--- config.mk ---
export PLATFORM = sky130hd
export DESIGN_NAME = wb_arbiter
export DESIGN_NICKNAME = d
export VERILOG_FILES = /design/src/rtl/wb_arbiter.sv
export SDC_FILE = /design/constraint.sdc
export NUM_CORES = 1
export LEC_CHECK = 0
export BUFFER_PORTS_ARGS = -buffer_cell sky130_fd_sc_hd__buf_4
export CORE_MARGIN = 4
export CORE_UTILIZATION = 40
export CTS_CLUSTER_DIAMETER = 50
export CTS_CLUSTER_SIZE = 25
export DETAILED_ROUTE_END_ITERATION = 12
export PLACE_DENSITY_LB_ADDON = 0.3
export RECOVER_POWER = 25
export SLEW_MARGIN = 20
export SYNTH_ARGS = -nofsm -noshare
export SYNTH_HDL_FRONTEND = slang
export SYNTH_SLANG_ARGS = --single-unit
--- constraint.sdc ---
create_clock -name clk -period 5.4 [get_ports clk]
set_input_delay 1.08 -clock clk [delete_from_list [all_inputs] [get_ports clk]]
set_output_delay 1.08 -clock clk [all_outputs]
set_load 0.01 [all_outputs]
--- src/rtl/wb_arbiter.sv ---
// Write-back arbiter: merges ALU results and load results onto one register-file
// write port. Loads that lose arbitration wait in a small in-order buffer.
module wb_arbiter #(
  parameter int DEPTH = 2,
  parameter int AW    = 4,
  parameter int DW    = 19
) (
  input  logic                   clk,
  input  logic                   rst,
  input  logic                   alu_valid,
  input  logic [AW-1:0]          alu_rd,
  input  logic [DW-1:0]          alu_data,
  output logic                   alu_ready,
  input  logic                   ld_valid,
  input  logic [AW-1:0]          ld_rd,
  input  logic [DW-1:0]          ld_data,
  output logic                   ld_ready,
  output logic [AW-1:0]          write_reg,
  output logic [DW-1:0]          write_data,
  output logic                   reg_write,
  output logic [(2**AW)-1:0]     pend_mask,
  output logic [$clog2(DEPTH):0] fifo_count
);
  localparam int PW = $clog2(DEPTH);
  localparam int CW = PW + 1;

  logic [AW-1:0]    ent_rd_q   [DEPTH];
  logic [DW-1:0]    ent_data_q [DEPTH];
  logic [PW-1:0]    rd_ptr_q, rd_ptr_d;
  logic [PW-1:0]    wr_ptr_q, wr_ptr_d;
  logic [CW-1:0]    count_q, count_d;
  logic             reg_write_q, reg_write_d;
  logic [AW-1:0]    write_reg_q, write_reg_d;
  logic [DW-1:0]    write_data_q, write_data_d;
  logic [DEPTH-1:0] occ;
  logic             alu_go, ld_acc, fifo_empty, pop, push, bypass;

  // An entry is live when its distance from the head is below the count.
  generate
    for (genvar gi = 0; gi < DEPTH; gi++) begin : g_occ
      logic [PW-1:0] offset;
      assign offset  = PW'(gi) - rd_ptr_q;
      assign occ[gi] = ({1'b0, offset} < count_q);
    end
  endgenerate

  always_comb begin
    pend_mask = '0;
    for (int i = 0; i < DEPTH; i++) begin
      if (occ[i]) pend_mask[ent_rd_q[i]] = 1'b1;
    end
  end

  assign fifo_count = count_q;
  assign ld_ready   = (count_q < CW'(DEPTH));
  assign alu_ready  = !pend_mask[alu_rd];
  assign fifo_empty = (count_q == '0);
  assign alu_go     = alu_valid && alu_ready;
  assign ld_acc     = ld_valid && ld_ready;
  assign pop        = !alu_go && !fifo_empty;
  assign bypass     = !alu_go && fifo_empty && ld_acc;
  assign push       = ld_acc && !bypass;

  always_comb begin
    reg_write_d  = 1'b0;
    write_reg_d  = write_reg_q;
    write_data_d = write_data_q;
    if (alu_go) begin
      reg_write_d  = 1'b1;
      write_reg_d  = alu_rd;
      write_data_d = alu_data;
    end else if (pop) begin
      reg_write_d  = 1'b1;
      write_reg_d  = ent_rd_q[rd_ptr_q];
      write_data_d = ent_data_q[rd_ptr_q];
    end else if (bypass) begin
      reg_write_d  = 1'b1;
      write_reg_d  = ld_rd;
      write_data_d = ld_data;
    end
  end

  always_comb begin
    rd_ptr_d = pop  ? rd_ptr_q + PW'(1) : rd_ptr_q;
    wr_ptr_d = push ? wr_ptr_q + PW'(1) : wr_ptr_q;
    count_d  = count_q + CW'(push) - CW'(pop);
  end

  always_ff @(posedge clk or negedge rst) begin
    if (!rst) begin
      rd_ptr_q     <= '0;
      wr_ptr_q     <= '0;
      count_q      <= '0;
      reg_write_q  <= 1'b0;
      write_reg_q  <= '0;
      write_data_q <= '0;
    end else begin
      rd_ptr_q     <= rd_ptr_d;
      wr_ptr_q     <= wr_ptr_d;
      count_q      <= count_d;
      reg_write_q  <= reg_write_d;
      write_reg_q  <= write_reg_d;
      write_data_q <= write_data_d;
    end
  end

  // Payload storage needs no reset: occupancy is derived from the pointers.
  always_ff @(posedge clk) begin
    if (push) begin
      ent_rd_q[wr_ptr_q]   <= ld_rd;
      ent_data_q[wr_ptr_q] <= ld_data;
    end
  end

  assign reg_write  = reg_write_q;
  assign write_reg  = write_reg_q;
  assign write_data = write_data_q;
endmodule

==> impl_metrics.csv, run 1 <==
group,metric,value,unit
cts,cts_resized,0,
critical_path,endpoint_kind,"output port",
yosys,synth_compound_area_share,15.0,%
cts,ctsHoldBuffers,0,
finish,nets,462,
grt,antenna_found_initial,0,
floorplanning,fp.dieW,107,µm
power_and_ir_drop,comb_power_share,39.3,%
drt,wl,9.80,mm
cts,cts.sink_count,74,
critical_path,slowest_delay,0.95,ns
yosys,postSynthAreaPerCell,12.2,µm²
critical_path,cp.depth,7,
yosys,synth_cell_types,54,
power_and_ir_drop,p_leak,1.98,nW
drt,num_vias,2916,
grt,track_usage,17.5,%
placed_design,dpl_cell_area,4730,µm²
power_and_ir_drop,cellPowerDensity,489,nW/µm²
floorplanning,floorplan.initialDensity,40.8,%
critical_path,path_buf_inv,1,
critical_path,worstPathRequired,4.32,ns
critical_path,cp_slowest_cell,"dfrtp_2",
drt,ant_nets,0,
yosys,synth_adder_area_share,0.633,%
cts,postCtsSetupBuffers,0,
job,max_cap_viol_count,1,
floorplanning,pin_count,94,
min_path,hp-start,"wr_ptr_q",
yosys,synth_simple_gate_area_share,12.8,%
yosys,synth_xor_area_share,0.665,%
yosys,ys_ff_latch,74,
finish,mostFrequentLayoutCell,"buf_4",
finish,drive_gt1_share,32.8,%
sta,finalSetupViolations,0,
grt,grt_pass1_wl,15.7,mm
power_and_ir_drop,peakVddDrop,0.247,mV
placed_design,numPortBuffers,93,
cts,root_buffer,"clkbuf_8",
critical_path,critPathTopFamily,"flip-flops",
finish,regMostFlops,"ent_data_q",
finish,layout_common_cells,"84 x buf_4, 46 x edfxtp_1, 29 x a21oi_1",
sta,max_slew_margin,-16.5,%
yosys,synth_edf_count,46,
sta,fin_crit,4.07,ns
min_path,worstHoldPathType,"register to register",
floorplanning,rows,36,
drt,viasPerCell,5.32,
critical_path,cp-startpoint,"rd_ptr_q",
sta,finClkSkew,0.0182,ns
finish,diodes,0,
power_and_ir_drop,internal-power,1.56,mW
sta,finalSetupTns,0,ns
drt,dr.pass1.iters,4,
yosys,seq_area_frac_synth,52.7,%
finish,stdcell_area,4920,µm²
drt,drc,0,
critical_path,path_cells,"a21oi_2, or3_1, a2111oi_1, a2111oi_2, and3_4, nor2b_1, buf_4",
power_and_ir_drop,power_frac_clock,21.5,%
cts,h-tree-depth,3,
yosys,yosys_warnings,0,
critical_path,crit-reg2reg-launch,"rd_ptr_q",
sta,slew_violations,29,
min_path,hold_depth,1,
power_and_ir_drop,pwr-share-seq,39.2,%
floorplanning,core_area,9680,µm²
finish,largest_reg_flops,38,
critical_path,arrival,2.99,ns
sta,period_share,75.3,%
run_status,status,"complete, but fails checks",
cts,clk_pin_slew,0.08,ns
power_and_ir_drop,p_sw,0.852,mW
critical_path,critical_path_class,"register to output port",
power_and_ir_drop,power,2.41,mW
floorplanning,die_h,107,µm
floorplanning,fp.dieArea,11500,µm²
power_and_ir_drop,p_sw_share,35.4,%
placed_design,gp_congestion,0.944,
grt,grt_pass1_vias,2945,
critical_path,start_kind,"register",
yosys,synth_top_family_by_area,"compound AO/OA/AOI/OAI gates",
critical_path,rr_worst_depth,12,
grt,overflow,0,
yosys,syn_inst,325,
drt,first_iter_violations,148,
grt,grt_max_degree,50,
cts,cts_tree,"built",
critical_path,cp_max_fo,49,
sta,hold_violations,0,
yosys,synth.area.mux_share,14.3,%
yosys,syn_nets,377,
run_status,violations,"capacitance limit, slew limit",
finish,areaGrowthSynthToFinish,24.6,%
yosys,ys.flop_type,"edfxtp_1",
sta,rsz0062_at_grt,"false",
yosys,synth_area,3950,µm²
cts,worstSkewPairLatency,0.35,ns
cts,cts.path.max_buffers,2,
yosys,async_flop_share,37.8,%
placed_design,dpl_worst_slack,1.72,ns
sta,max_clock_freq,0.246,GHz
drt,wl_per_cell,17.9,µm
placed_design,post-dp-hpwl,6.75,mm
sta,fin_ws,1.33,ns
sta,worst_slew_pin_slew,1.75,ns
cts,cts_made_buffers,9,
## logic make-up (layout without fill, tap and decap cells)
logic type                 count (synthesis)  after routing
AOI/OAI and AO/OA                         85             85
xor gates and xnor gates                   3              3
adders and majority gates                  2              2
buffers and inverters                     28            118
DFF                                       74             74
muxes                                     47             47
and+or+nand+nor                           86             86
## synthesized netlist by cell type, types with 3 or more instances
cell       count  area [µm²]
mux2_4        18         270
o2111ai_1      4        35.0
mux2_2         5        56.3
edfxtp_1      46        1380
mux2i_1       24         240
buf_1          4        15.0
or4_1          4        30.0
o211ai_1       4        30.0
o21ai_1        3        15.0
o221ai_1       3        26.3
inv_1          6        22.5
or3_1          4        25.0
nor2_1        10        37.5
nand2b_1       5        31.3
a21oi_1       29         145
clkbuf_1      11        41.3
o22ai_1        6        37.5
dfrtp_1       28         701
nor2b_1       25         156
nand2_1       20        75.1
buf_2          3        15.0
a211oi_1      24         180
## power by group through the flow
stage / sequential, mW / combinational [mW] / clock [mW]
floorplan: 0.907 / 0.642 / 0
finish: 0.944 / 0.947 / 0.519
CTS: 0.942 / 0.963 / 0.531
global route: 0.969 / 1.06 / 0.555
global placement: 0.950 / 0.948 / 0
detailed placement: 0.954 / 0.958 / 0
## per-stage QoR
stage	utilization [%]	hold slack (ns)	instances
final	50.8	0.568	548
after global routing	50.8	0.605	548
after CTS	51.3	0.551	548
after detailed placement	48.8	0.538	532
after global placement	48.8	0.530	532
after floorplan	-	0.483	325
## layer usage
| metal | vias up | global-route usage [%] | routed length (µm) |
|---|---|---|---|
| met5 | - | 0 | 0 |
| met1 | 1405 | 24.7 | 4620 |
| li1 | 1416 | - | - |
| met3 | 6 | 3.72 | 490 |
| met2 | 89 | 27.1 | 4580 |
| met4 | 0 | 5.32 | 115 |
## final timing paths
path	slack, ns	end
hold / removal	0.57	wr_ptr_q
max in group asynchronous	3.09	rd_ptr_q
hold reg to reg	0.57	wr_ptr_q
setup reg to reg	1.77	fifo_count[1]
min in group asynchronous	1.18	write_data[16]
setup / recovery	1.33	alu_ready
## layout make-up
type	instances	area (µm²)
clock buffer	10	128
sequential	74	2080
clock inverter	6	113
tap	133	166
multi-input combinational	223	1740
inverter	6	22.5
timing repair buffer	96	676
fill	887	4760
Power figures use the tool's default switching activity.
==> run 2, diff against run 1 <==
clock period = 4 ns   (was 5.4 ns; I/O delays follow)
==> impl_metrics.csv, run 2 (synthesis gave the netlist of run 1 again) <==
group,metric,value,unit
grt,track_usage,16.9,%
sta,hold_violations,0,
critical_path,start_kind,"register",
job,max_cap_viol_count,1,
floorplanning,die_h,107,µm
critical_path,path_cells,"a21oi_2, or4b_4, a311oi_1, nand4_1, and3_4, nor2b_1, buf_4",
finish,largest_reg_flops,38,
finish,diodes,0,
placed_design,post-dp-hpwl,6.93,mm
critical_path,worstPathRequired,3.20,ns
cts,cts.sink_count,74,
sta,fin_crit,3.62,ns
sta,finalSetupTns,0,ns
sta,max_slew_margin,-12.5,%
power_and_ir_drop,peakVddDrop,0.346,mV
cts,clk_pin_slew,0.08,ns
sta,finalSetupViolations,0,
drt,ant_nets,0,
critical_path,reg2reg_setup_slack,0.62,ns
finish,regMostFlops,"ent_data_q",
drt,first_iter_violations,104,
run_status,status,"complete, but fails checks",
sta,finClkSkew,0.0151,ns
floorplanning,rows,36,
critical_path,path_buf_inv,1,
drt,wl,9.67,mm
critical_path,cp_slowest_cell,"dfrtp_1",
sta,period_share,90.4,%
placed_design,gp_congestion,0.863,
placed_design,numPortBuffers,93,
grt,grt_max_degree,38,
power_and_ir_drop,p_leak,1.99,nW
finish,drive_gt1_share,33.1,%
finish,areaGrowthSynthToFinish,24.9,%
floorplanning,floorplan.initialDensity,40.8,%
finish,layout_common_cells,"85 x buf_4, 46 x edfxtp_1, 29 x a21oi_1",
power_and_ir_drop,cellPowerDensity,658,nW/µm²
finish,nets,464,
drt,viasPerCell,5.30,
critical_path,critical_path_class,"register to output port",
drt,dr.pass1.iters,4,
critical_path,endpoint_kind,"output port",
floorplanning,fp.dieW,107,µm
grt,antenna_found_initial,0,
critical_path,arrival,2.82,ns
grt,grt_pass1_wl,15.3,mm
cts,worstSkewPairLatency,0.35,ns
drt,num_vias,2915,
critical_path,cp_max_fo,20,
floorplanning,core_area,9680,µm²
cts,cts_tree,"built",
sta,max_clock_freq,0.277,GHz
finish,layout.area.seq,2080,µm²
floorplanning,fp.dieArea,11500,µm²
finish,num-fill-cells,891,
sta,rsz0062_at_grt,"false",
drt,wl_per_cell,17.6,µm
finish,mostFrequentLayoutCell,"buf_4",
min_path,worstHoldPathType,"register to register",
cts,h-tree-depth,3,
floorplanning,pin_count,94,
sta,fin_ws,0.384,ns
critical_path,critPathTopFamily,"simple AND/OR/NAND/NOR gates",
grt,grt_pass1_vias,2942,
cts,root_buffer,"clkbuf_8",
finish,multi_input_area,1750,µm²
cts,cts_resized,0,
placed_design,dpl_worst_slack,0.646,ns
drt,drc,0,
cts,cts.path.max_buffers,2,
grt,overflow,0,
cts,cts_made_buffers,9,
run_status,violations,"capacitance limit, slew limit",
sta,worst_slew_pin_slew,1.69,ns
cts,ctsHoldBuffers,0,
cts,postCtsSetupBuffers,0,
critical_path,slowest_delay,0.80,ns
sta,slew_violations,29,
-- run 2: metrics by stage --
stage | cell area, µm² | utilization (%) | power [mW] | hold slack, ns | cells
floorplan | 3960 | - | 2.09 | 0.499 | 325
finish | 4940 | 51.0 | 3.25 | 0.592 | 550
global route | 4940 | 51.0 | 3.46 | 0.629 | 550
global placement | 4760 | 49.1 | 2.59 | 0.563 | 534
CTS | 4990 | 51.5 | 3.29 | 0.374 | 550
detailed placement | 4760 | 49.1 | 2.61 | 0.583 | 534
-- run 2: metal layers --
layer | GRT usage (%) | wire length, µm | share of wire, %
met1 | 23.1 | 4370 | 45
met2 | 27.4 | 4720 | 49
met3 | 3.24 | 427 | 4.4
met4 | 4.96 | 143 | 1.5
met5 | 0 | 0 | 0
-- run 2: area by class of cell --
cell class | count | share of cell area (%)
well taps | 133 | 3.37
inverters | 6 | 0.456
repair buffers | 98 | 13.9
clock inverters | 7 | 2.18
flip-flops and latches | 74 | 42.2
clock buffers | 9 | 2.51
multi-input cells | 223 | 35.4
-- run 2: worst reg2reg max path, cell delays in order, from the launching register on --
cell and delay [ns]:
dfrtp_1 0.80, a21oi_2 0.17, or4b_4 0.56, a311oi_1 0.28, nand4_1 0.15, and3_4 0.24, a21oi_1 0.14, buf_4 0.17
or2_1 0.11, ha_1 0.22, inv_1 0.06, ha_1 0.14, xnor2_1 0.13, xnor2_1 0.08
-- run 2: final timing paths --
path / startpoint / endpoint / cells past startpoint
worst max-delay path: fifo_count[1] / alu_ready / 7
worst min-delay path: wr_ptr_q / wr_ptr_q / 1
worst max register to register: fifo_count[1] / fifo_count[1] / 13
worst min register to register: wr_ptr_q / wr_ptr_q / 1
max in group asynchronous: rst / rd_ptr_q / 1
min in group asynchronous: rst / reg_write / 1
-- run 2: power breakdown --
part / internal [mW] / switching (mW)
logic: 0.659 / 0.699
registers: 1.04 / 0.180
clock network: 0.364 / 0.307
total: 2.06 / 1.19
==> run 3, diff against run 2 <==
CORE_ASPECT_RATIO = 0.9   (was unset)
CTS_BUF_LIST = sky130_fd_sc_hd__clkbuf_16   (was unset)
==> impl_metrics.csv, run 3 (synthesis gave the netlist of run 1 again) <==
group,metric,value,unit
drt,wl,10.0,mm
job,max_cap_viol_count,1,
grt,overflow,0,
cts,postCtsSetupBuffers,0,
placed_design,numPortBuffers,93,
drt,drc,0,
sta,max_slew_margin,-16.9,%
floorplanning,floorplan.initialDensity,40.9,%
sta,finClkSkew,0.00611,ns
critical_path,endpoint_kind,"output port",
sta,hold_violations,0,
drt,dr.pass1.iters,4,
finish,fin_cells,543,
min_path,whs_endpoint,"wr_ptr_q",
finish,diodes,0,
floorplanning,fp.dieW,113,µm
power_and_ir_drop,cellPowerDensity,673,nW/µm²
grt,grt_pass1_vias,2944,
finish,largest_reg_flops,38,
cts,clk_pin_slew,0.06,ns
sta,finalSetupTns,0,ns
finish,nets,465,
floorplanning,fp.dieArea,11500,µm²
power_and_ir_drop,p_leak,2.01,nW
cts,cts_tree,"built",
drt,first_iter_violations,265,
critical_path,critical_path_class,"register to output port",
critical_path,cp_slowest_cell,"dfrtp_2",
cts,h-tree-depth,3,
critical_path,r2r-end,"fifo_count[1]",
critical_path,arrival,2.71,ns
sta,worst_slew_pin_slew,1.75,ns
floorplanning,rows,34,
sta,slew_violations,29,
finish,finish.utilization,51.7,%
sta,fin_crit,3.51,ns
critical_path,start_kind,"register",
sta,finalSetupViolations,0,
drt,viasPerCell,5.50,
grt,grt_pass1_wl,15.7,mm
finish,areaGrowthSynthToFinish,26.2,%
critical_path,slowest_delay,0.63,ns
sta,max_clock_freq,0.285,GHz
sta,period_share,87.7,%
run_status,status,"complete, but fails checks",
critical_path,reg2reg_setup_slack,0.68,ns
cts,worstSkewPairLatency,0.32,ns
floorplanning,core_area,9660,µm²
power_and_ir_drop,peakVddDrop,0.344,mV
grt,antenna_found_initial,0,
finish,regMostFlops,"ent_data_q",
grt,grt_max_degree,29,
drt,ant_nets,0,
finish,mostFrequentLayoutCell,"buf_4",
placed_design,post-dp-hpwl,6.88,mm
floorplanning,pin_count,94,
placed_design,dpl.cell_count,528,
drt,wl_per_cell,18.4,µm
critical_path,path_cells,"a21oi_2, or4b_4, a311oi_1, nand4_1, and3_4, nor2b_1, buf_4",
finish,layout_common_cells,"86 x buf_4, 46 x edfxtp_1, 29 x a21oi_1",
cts,root_buffer,"clkbuf_16",
cts,cts_made_buffers,9,
placed_design,gp_congestion,0.927,
cts,cts.path.max_buffers,2,
floorplanning,die_h,102,µm
run_status,violations,"capacitance limit, slew limit",
cts,cts_resized,0,
cts,cts.sink_count,74,
drt,num_vias,2989,
min_path,worstHoldPathType,"register to register",
min_path,hold_depth,1,
grt,track_usage,17.4,%
finish,drive_gt1_share,32.9,%
cts,ctsHoldBuffers,0,
critical_path,cp_max_fo,23,
critical_path,worstPathRequired,3.20,ns
critical_path,rr_worst_depth,14,
critical_path,crit-reg2reg-launch,"fifo_count[1]",
sta,rsz0062_at_grt,"false",
min_path,hp-start,"wr_ptr_q",
[run 3: changes by cell type in the layout (fill, tap and decap cells not counted), sizes merged]
cell	previous run	this run
inv	10	6
clkinv	0	3
buf	85	86
bufinv	2	1
clkinvlp	1	2
[run 3: stage by stage]
stage	worst slack [ns]	cell area [µm²]	power, mW	hold slack, ns
2_1_floorplan	0.603	3960	2.09	0.499
3_3_place_gp	0.668	4750	2.61	0.580
3_5_place_dp	0.729	4750	2.62	0.582
4_1_cts	0.475	5040	3.40	0.431
5_1_grt	0.331	4990	3.58	0.628
6_report	0.491	4990	3.36	0.596
[run 3: critical path, delay by kind of cell, from the launching register on]
family	cells	cell delay [ns]
DFF	1	0.63
buffers and inverters	1	0.16
AOI/OAI and AO/OA	2	0.48
and+or+nand+nor	4	1.11
[run 3: cell type report]
type                       count  area [µm²]
inverter                       6        22.5
sequential                    74        2080
clock inverter                 6        58.8
multi-input combinational    223        1750
tap                          126         158
fill                         851        4670
clock buffer                   9         225
timing repair buffer          99         694
[run 3: worst max path at each step]
stage	to	cells after the start	start
floorplan	ent_data_q[1][0]	7	alu_rd[0]
global placement	fifo_count[1]	14	fifo_count[1]
detailed placement	fifo_count[1]	13	rd_ptr_q
CTS	alu_ready	7	rd_ptr_q
global route	alu_ready	7	rd_ptr_q
finish	alu_ready	7	rd_ptr_q
[run 3: metal layers]
metal / wire length, µm / share of wire [%] / up-vias / global-route usage [%]
li1: - / - / 1422 / -
met1: 4500 / 45 / 1443 / 23.3
met2: 4840 / 48 / 110 / 29.1
met3: 553 / 5.5 / 14 / 3.85
met4: 119 / 1.2 / 0 / 4.44
met5: 0 / 0 / - / 0
[run 3: power breakdown]
part | internal [mW] | total, mW | switching (mW) | leakage [nW]
sequential | 1.04 | 1.22 | 0.177 | 0.743
clock | 0.474 | 0.764 | 0.290 | 0.135
combinational | 0.665 | 1.37 | 0.708 | 1.14
total | 2.18 | 3.36 | 1.17 | 2.01
